### src/rtl/reaction_timer_pkg.sv
// Shared definitions for the reaction timer: state encoding, LFSR geometry and BCD limits.
// The LFSR step function lives here so the top stays focused on sequencing.
package reaction_timer_pkg;

  typedef enum logic [1:0] {
    ST_IDLE = 2'd0,
    ST_WAIT = 2'd1,
    ST_RUN  = 2'd2,
    ST_DONE = 2'd3
  } state_t;

  localparam int          LFSR_W  = 14;
  localparam int          WAIT_W  = 14;
  localparam logic [15:0] BCD_MAX = 16'h9999;

  // Fibonacci taps 14,13,12,2; the new bit enters at the LSB.
  function automatic logic [LFSR_W-1:0] lfsr_next(input logic [LFSR_W-1:0] cur);
    logic fb;
    fb = cur[13] ^ cur[12] ^ cur[11] ^ cur[1];
    return {cur[LFSR_W-2:0], fb};
  endfunction

endpackage

### src/rtl/reaction_timer_bcd_counter4.sv
// Four-digit ripple-carry BCD counter with synchronous clear and saturation at 9999.
// clr has priority over inc; inc at 9999 leaves the value unchanged.
module bcd_counter4
  import reaction_timer_pkg::*;
(
  input  logic        clk,
  input  logic        rst_n,
  input  logic        clr,
  input  logic        inc,
  output logic [15:0] q,
  output logic        at_max
);

  logic [15:0] q_inc;
  logic        carry;

  assign at_max = (q == BCD_MAX);

  // Each digit rolls 9 -> 0 and passes the carry upward; the first digit below 9 absorbs it.
  always_comb begin
    q_inc = q;
    carry = 1'b1;
    for (int i = 0; i < 4; i++) begin
      if (carry) begin
        if (q[4*i +: 4] == 4'd9) begin
          q_inc[4*i +: 4] = 4'd0;
        end else begin
          q_inc[4*i +: 4] = q[4*i +: 4] + 4'd1;
          carry           = 1'b0;
        end
      end
    end
  end

  always_ff @(posedge clk or negedge rst_n) begin
    if (!rst_n) begin
      q <= 16'h0000;
    end else if (clr) begin
      q <= 16'h0000;
    end else if (inc && !at_max) begin
      q <= q_inc;
    end
  end

endmodule

### src/rtl/reaction_timer.sv
// Reaction-time FSM: random wait, LED on, count ms ticks in BCD until stop.
// Handshake: start/stop/tick are sampled each clk; start only acts in IDLE/DONE, stop only in WAIT/RUN.
module reaction_timer
  import reaction_timer_pkg::*;
#(
  parameter logic [WAIT_W-1:0] MIN_DELAY = 14'd1000,
  parameter int                RAND_W    = 11,
  parameter logic [LFSR_W-1:0] LFSR_SEED = 14'h2A5F
) (
  input  logic        clk,
  input  logic        rst_n,
  input  logic        tick,
  input  logic        start,
  input  logic        stop,
  output logic        tick_en,
  output logic        led,
  output logic [15:0] bcd,
  output logic        result_valid,
  output logic        false_start,
  output logic        overflow,
  output logic [1:0]  state
);

  state_t              state_q, state_d;
  logic [WAIT_W-1:0]   wait_q, wait_d;
  logic [LFSR_W-1:0]   lfsr_q;
  logic                tick_q, tick_p;
  logic                rv_d, fs_d, ov_d;
  logic                bcd_clr, bcd_inc, bcd_at_max;

  assign tick_p = tick & ~tick_q;
  assign state  = state_q;

  always_ff @(posedge clk or negedge rst_n) begin
    if (!rst_n) begin
      tick_q <= 1'b0;
      lfsr_q <= LFSR_SEED;
    end else begin
      tick_q <= tick;
      lfsr_q <= lfsr_next(lfsr_q);
    end
  end

  always_comb begin
    state_d = state_q;
    wait_d  = wait_q;
    rv_d    = result_valid;
    fs_d    = false_start;
    ov_d    = overflow;
    bcd_clr = 1'b0;
    bcd_inc = 1'b0;
    case (state_q)
      ST_IDLE, ST_DONE: begin
        if (start) begin
          state_d = ST_WAIT;
          wait_d  = MIN_DELAY + WAIT_W'(lfsr_q[RAND_W-1:0]);
          bcd_clr = 1'b1;
          rv_d    = 1'b0;
          fs_d    = 1'b0;
          ov_d    = 1'b0;
        end
      end
      ST_WAIT: begin
        if (stop) begin
          state_d = ST_DONE;
          fs_d    = 1'b1;
        end else if (tick_p) begin
          if (wait_q == WAIT_W'(1)) state_d = ST_RUN;
          else                      wait_d  = wait_q - WAIT_W'(1);
        end
      end
      ST_RUN: begin
        // A tick arriving together with stop is deliberately not counted.
        if (stop) begin
          state_d = ST_DONE;
          rv_d    = 1'b1;
        end else if (tick_p) begin
          if (bcd_at_max) begin
            state_d = ST_DONE;
            ov_d    = 1'b1;
          end else begin
            bcd_inc = 1'b1;
          end
        end
      end
      default: state_d = ST_IDLE;
    endcase
  end

  // led and tick_en are registered from the next state so they align with the state register.
  always_ff @(posedge clk or negedge rst_n) begin
    if (!rst_n) begin
      state_q      <= ST_IDLE;
      wait_q       <= '0;
      tick_en      <= 1'b0;
      led          <= 1'b0;
      result_valid <= 1'b0;
      false_start  <= 1'b0;
      overflow     <= 1'b0;
    end else begin
      state_q      <= state_d;
      wait_q       <= wait_d;
      tick_en      <= (state_d == ST_WAIT) || (state_d == ST_RUN);
      led          <= (state_d == ST_RUN);
      result_valid <= rv_d;
      false_start  <= fs_d;
      overflow     <= ov_d;
    end
  end

  bcd_counter4 u_bcd (
    .clk    (clk),
    .rst_n  (rst_n),
    .clr    (bcd_clr),
    .inc    (bcd_inc),
    .q      (bcd),
    .at_max (bcd_at_max)
  );

endmodule

### config.mk
export PLATFORM = sky130hd
export DESIGN_NAME = reaction_timer
export DESIGN_NICKNAME = d
export VERILOG_FILES = /design/src/rtl/reaction_timer_pkg.sv /design/src/rtl/reaction_timer_bcd_counter4.sv /design/src/rtl/reaction_timer.sv
export SDC_FILE = /design/constraint.sdc
export NUM_CORES = 1
export LEC_CHECK = 0
export ABC_AREA = 1
export BUFFER_PORTS_ARGS = -buffer_cell sky130_fd_sc_hd__buf_4
export CAP_MARGIN = 20
export CORE_ASPECT_RATIO = 0.5
export CORE_MARGIN = 1
export CORE_UTILIZATION = 50
export CTS_BUF_LIST = sky130_fd_sc_hd__clkbuf_4 sky130_fd_sc_hd__clkbuf_8
export DETAILED_ROUTE_END_ITERATION = 10
export PLACE_DENSITY = 0.7
export SLEW_MARGIN = 20
export SYNTH_ARGS = -nofsm -noshare
export SYNTH_HDL_FRONTEND = slang
export SYNTH_HIERARCHICAL = 1
export SYNTH_SLANG_ARGS = --single-unit
### constraint.sdc
create_clock -name clk -period 2.8 [get_ports clk]
set_input_delay 0.28 -clock clk [delete_from_list [all_inputs] [get_ports clk]]
set_output_delay 0.28 -clock clk [all_outputs]
set_load 0.01 [all_outputs]
# Word-level counts from Yosys, hierarchy flattened
# Index checks and enable logic that the tools add are counted.
# Widths: inputs -> output; s select.
# totals
elab_cells	103
mem_bits_rw	0
memories	0
output_inout_bits	23
latch_bits	0
register_bits	52
input_bits	5
rom_bits	0
# op_classes
n_mul	0
muxes	41
addsub	6
div_mod_pow	0
eq_ne	20
n_shift	0
reduce_logical	18
n_bitwise	5
n_lt_le_gt_ge	0
# ops
operator	count
$mux 14	4
$mux 16	2
$mux 4	7
$pmux 14 s2	1
$add 4x1->4 const B	4
$eq 16x16->1 const B	1
$eq 4x4->1 const B	4
$mux 1	16
$ne 2x2->1 const B	8
$eq 14x1->1 const B	1
$mux 2	7
$sub 14x1->14 const B	1
$add 10x11->12 const A	1
$reduce_bool 2->1	6
$reduce_and 5->1	2
$eq 2x2->1 const B	3
$pmux 1 s2	3
$pmux 2 s3	1
$reduce_and 2->1	3
$reduce_and 3->1	2
$eq 2x1->1 const B	2
$xor 1x1->1	3
$logic_not 2->1	1
$ne 2x1->1 const B	1
6 further kinds	6

# Longest topological paths before layout
# depth
word_depth	8
mapped_depth	12
ltp_nobuf	12

# Hierarchy
# Netlist, hierarchy kept.
# by_module_without_submodules
mod	cells_each	seq_area_each_um2	area_per_inst_um2	instances
reaction_timer	266	912.1	1968.1	1
bcd_counter4	127	400.4	1029.7	1

# Worst setup path after synthesis
# No wires, ideal clock.
# synth_timing
path_kind	reg-to-reg
from	register u_bcd.q[5]
to	register tick_en
setup_time_ps	113
setup_slack_ps	864
path_stages_with_launch	12
arrival_time_ps	1823
path_buffers	0
required_ps	2687
synth_period_minus_slack_ps	1936
path_cell_list	dfrtp_1 > inv_1 > ha_1 > nand3_2 > nor4_1 > nand2_1 > a21oi_1 > nor3_1 > a21oi_1 > inv_1 > ha_1 > inv_1
# synth_via
elab_chain_cells	7
elab_cells_between_ends	8
classes_between	eq/ne: 3; mux: 4; reduce/logical: 1
# synth_rtl
item	line	rtl
start: declaration	reaction_timer_bcd_counter4.sv:10	output logic [15:0] q,
start signal: assignment	reaction_timer_bcd_counter4.sv:41	q <= q_inc;
$eq 16x16->1 *	reaction_timer_bcd_counter4.sv:17	assign at_max = (q == BCD_MAX);
named net bcd_at_max	reaction_timer.sv:29	logic bcd_clr, bcd_inc, bcd_at_max;
$mux 2 *	reaction_timer.sv:78	if (bcd_at_max) begin
$mux 2 *	reaction_timer.sv:77	end else if (tick_p) begin
$mux 2 *	reaction_timer.sv:74	if (stop) begin
$pmux 2 s3 *	reaction_timer.sv:52	case (state_q)
named net state_d[0]	reaction_timer.sv:24	state_t state_q, state_d;
$eq 2x1->1 or $eq 2x2->1 (tied branches)	reaction_timer.sv:103	tick_en <= (state_d == ST_WAIT) || (state_d == ST_RUN);
$logic_or 1x1->1 *	reaction_timer.sv:103	
end signal: assignment	reaction_timer.sv:103	
end: declaration	reaction_timer.sv:15	output logic tick_en,
# Mark *: on every way through the listed nets, which the timed path passes. The rest lies on a longest branch.
# A chain may end at the register's enable or synchronous reset.

# Worst setup path after layout
# Ends and elaborated chain as after synthesis.

==> flow_summary.toml <==
[cells_and_area]
num-nets-final = 443
nFillCells = 502
area_delta_synth_final_pct = 12.8
insertedDiodeCount = 0
final_layout_size_suffix_gt1_share_pct = 15.3

[pwr]
ir_drop_uv = 554
p_total_uw = 3340
p_int_uw = 1810
p_sw_share_pct = 46.0
p_per_area_nw_per_um2 = 989
cellLeakagePower_uw = 0.00179
pwr-share-comb_pct = 50.2
pwr-share-seq_pct = 34.5
clock_power_share_pct = 15.3
power_switching_uw = 1540

[place]
gp_congestion = 0.903
dpl.hpwl_mm = 4.49
port_buffers = 27

[clocking]
clkSlewWorstSetupHoldPaths_ns = 0.09
postCtsResizedCells = 0
cts.sinks = 52
cts_made_buffers = 5
clk_latency_ns = 0.30
holdBufCountCts = 0
cts_root_buffer = "clkbuf_8"
post_cts_buffers = 0
ctsHtreeMaxLevel = 2
tritoncts = "done"
clk_path_buf_depth = 2

[synthesis]
syn_area_um2 = 3000
synthFlopType = "dfrtp_1"
synthArstFlopShare_pct = 100
ys_types = 30
synthesis.nets = 412
synthTopCellsByArea = "dfrtp_1, nand2_1, dfstp_2, nand3_1, ha_1"
yosys_warnings = 6
yosysMostFrequentCell = "nand2_1"
yosysTopAreaCellShare_pct = 35.9
synth_edf_count = 0
netlist_instances = 393
synth-seq-cells = 52
synth_area_leader_cell = "dfrtp_1"
seq_area_frac_synth_pct = 43.8
avgSynthCellArea_um2 = 7.63
synth_commonest_cells = "nand2_1, nand3_1, dfrtp_1, inv_1, nor2_1"

[drt]
ant_nets = 0
dr.first_iter.drc_count = 97
drtPass1Iterations = 4
via_per_inst = 5.18
route.vias.total = 2580
drc_errors = 0
drt_wl_total_mm = 6.11
wl_per_cell_um = 12.3

[die]
core-area_um2 = 5630
io_pins = 28
dieHeight_um = 56.8
placementRows = 19
die_area_um2 = 6330
die_w_um = 112
start_util_pct = 53.2

[global_routing]
grt_max_degree = 53
grt.total_usage_pct = 21.1
grt_pass1_vias = 2388
overflow = 0
antenna_found_initial = 0
grt_pass1_wl_mm = 10.6

[outcome]
status = "complete, but fails checks"
violations = "negative hold slack"

[timing]
whs_ns = -0.0196
tightest_slew_ns = 0.660
slew_viol_final = 0
fin_crit_sh_pct = 76.3
clock.fmax_mhz = 468
rsz0062_at_grt = "false"
slew_headroom_pct = 56.0
setup_tns_ns = 0
setup_viol = 0
fin_worst_skew_ns = 0.00223
finalHoldViolations = 8
period_needed_ns = 2.14

[setup_path]
cp-start-kind = "register"
crit_fanout = 5
path_class = "reg2reg"
worstPathRequired_ns = 3.00
arrival_ns = 2.34
endpoint_kind = "register"

[flow_run]
maxCapViolCount = 0

[hold_path]
hold_path.class = "in2async"
## critical path: stages, from the launching register on
cell and delay (ns):
dfrtp_1 0.44, inv_1 0.07, ha_1 0.15, nand3_2 0.11, nor4_1 0.42, nand2_1 0.12, a21oi_1 0.15, nor3_1 0.06
a21oi_1 0.15, inv_1 0.06, ha_1 0.27, inv_1 0.04
## final cells by class
cell class | instances | area (um2) | share of cell area [%]
multi-input combinational | 289 | 1480 | 43.6
sequential | 52 | 1310 | 38.8
timing repair buffer | 28 | 210 | 6.22
inverter | 48 | 180 | 5.33
tap | 73 | 91.3 | 2.70
clock buffer | 5 | 68.8 | 2.04
clock inverter | 3 | 42.5 | 1.26
## layout by cell type (no fill, tap or decap)
cell type     n
nand2_1     122
nand3_1      44
inv_1        43
dfrtp_1      43
nor2_1       40
buf_4        28
o21ai_0      16
ha_1         14
a21oi_1      11
dfstp_2       9
xor2_1        7
inv_2         5
xnor2_1       5
nand4_1       5
clkbuf_8      5
nor2_2        3
nor3_1        3
nand2_2       3
nand2_4       3
nand3_2       3
a21boi_0      1
a22oi_1       1
a31oi_1       1
o21bai_1      1
nand3b_1      1
clkinv_2      1
bufinv_16     1
clkinvlp_4    1
nand3_4       1
nor4_1        1
and3_4        1
and3_2        1
o21ai_1       1
## routing by layer
| metal | GRT usage (%) | wire length, um |
|---|---|---|
| met5 | 0 | 0 |
| met1 | 26.6 | 2900 |
| met3 | 4.54 | 246 |
| met2 | 37.2 | 2910 |
| met4 | 5.60 | 48 |
## final timing paths
path	start	end	slack, ns	depth (start not counted)
worst max register to register	u_bcd/q[5]$_DFFE_PN0P_	tick_en$_DFF_PN0_	0.66	11
min in group clk	tick	tick_q$_DFF_PN0_	0.09	1
max in group asynchronous	rst_n	u_bcd/q[13]$_DFFE_PN0P_	2.36	1
worst min-delay path	rst_n	u_bcd/q[7]$_DFFE_PN0P_	-0.02	1
worst min register to register	lfsr_q[2]$_DFF_PN1_	lfsr_q[3]$_DFF_PN1_	0.37	0
worst max-delay path	u_bcd/q[5]$_DFFE_PN0P_	tick_en$_DFF_PN0_	0.66	11
## registers in the layout (all words and copies together) (netlist names)
register,flops
lfsr_q,14
tick_q,1
u_bcd/q,16
led,1
tick_en,1
false_start,1
result_valid,1
wait_q,14
state,2
overflow,1
## power by group through the flow
stage | logic, uW | clock network (uW) | registers [uW]
final | 1680 | 511 | 1150
after global routing | 1930 | 562 | 1190
after CTS | 1690 | 527 | 1150
after detailed placement | 1680 | 0 | 1170
after global placement | 1650 | 0 | 1150
after floorplan | 1200 | 0 | 1170
## cell families (layout without fill, tap and decap cells)
group                    Yosys count  count (layout)  share of synthesized area [%]
AND/OR/NAND/NOR                  231             231                           34.2
flip-flops                        52              52                           43.8
buffers and inverters             52              84                           7.01
AO/OA/AOI/OAI                     32              32                           5.63
adder cells (fa/ha/maj)           14              14                           5.84
XOR/XNOR                          12              12                           3.51
## metrics by stage
step / instances / hold slack (ns) / instance area (um2) / setup slack, ns / util [%]
final: 498 / -0.0196 / 3380 / 0.663 / 60.0
after global routing: 498 / 0.0337 / 3380 / 0.389 / 60.0
after CTS: 498 / 0.0218 / 3380 / 0.657 / 60.0
after detailed placement: 490 / 0.357 / 3270 / 0.674 / 58.0
after global placement: 490 / 0.344 / 3270 / 0.754 / 58.0
after floorplan: 393 / -0.0156 / 3000 / 0.864 / -
Note: power is estimated with default switching activity, not from simulation.
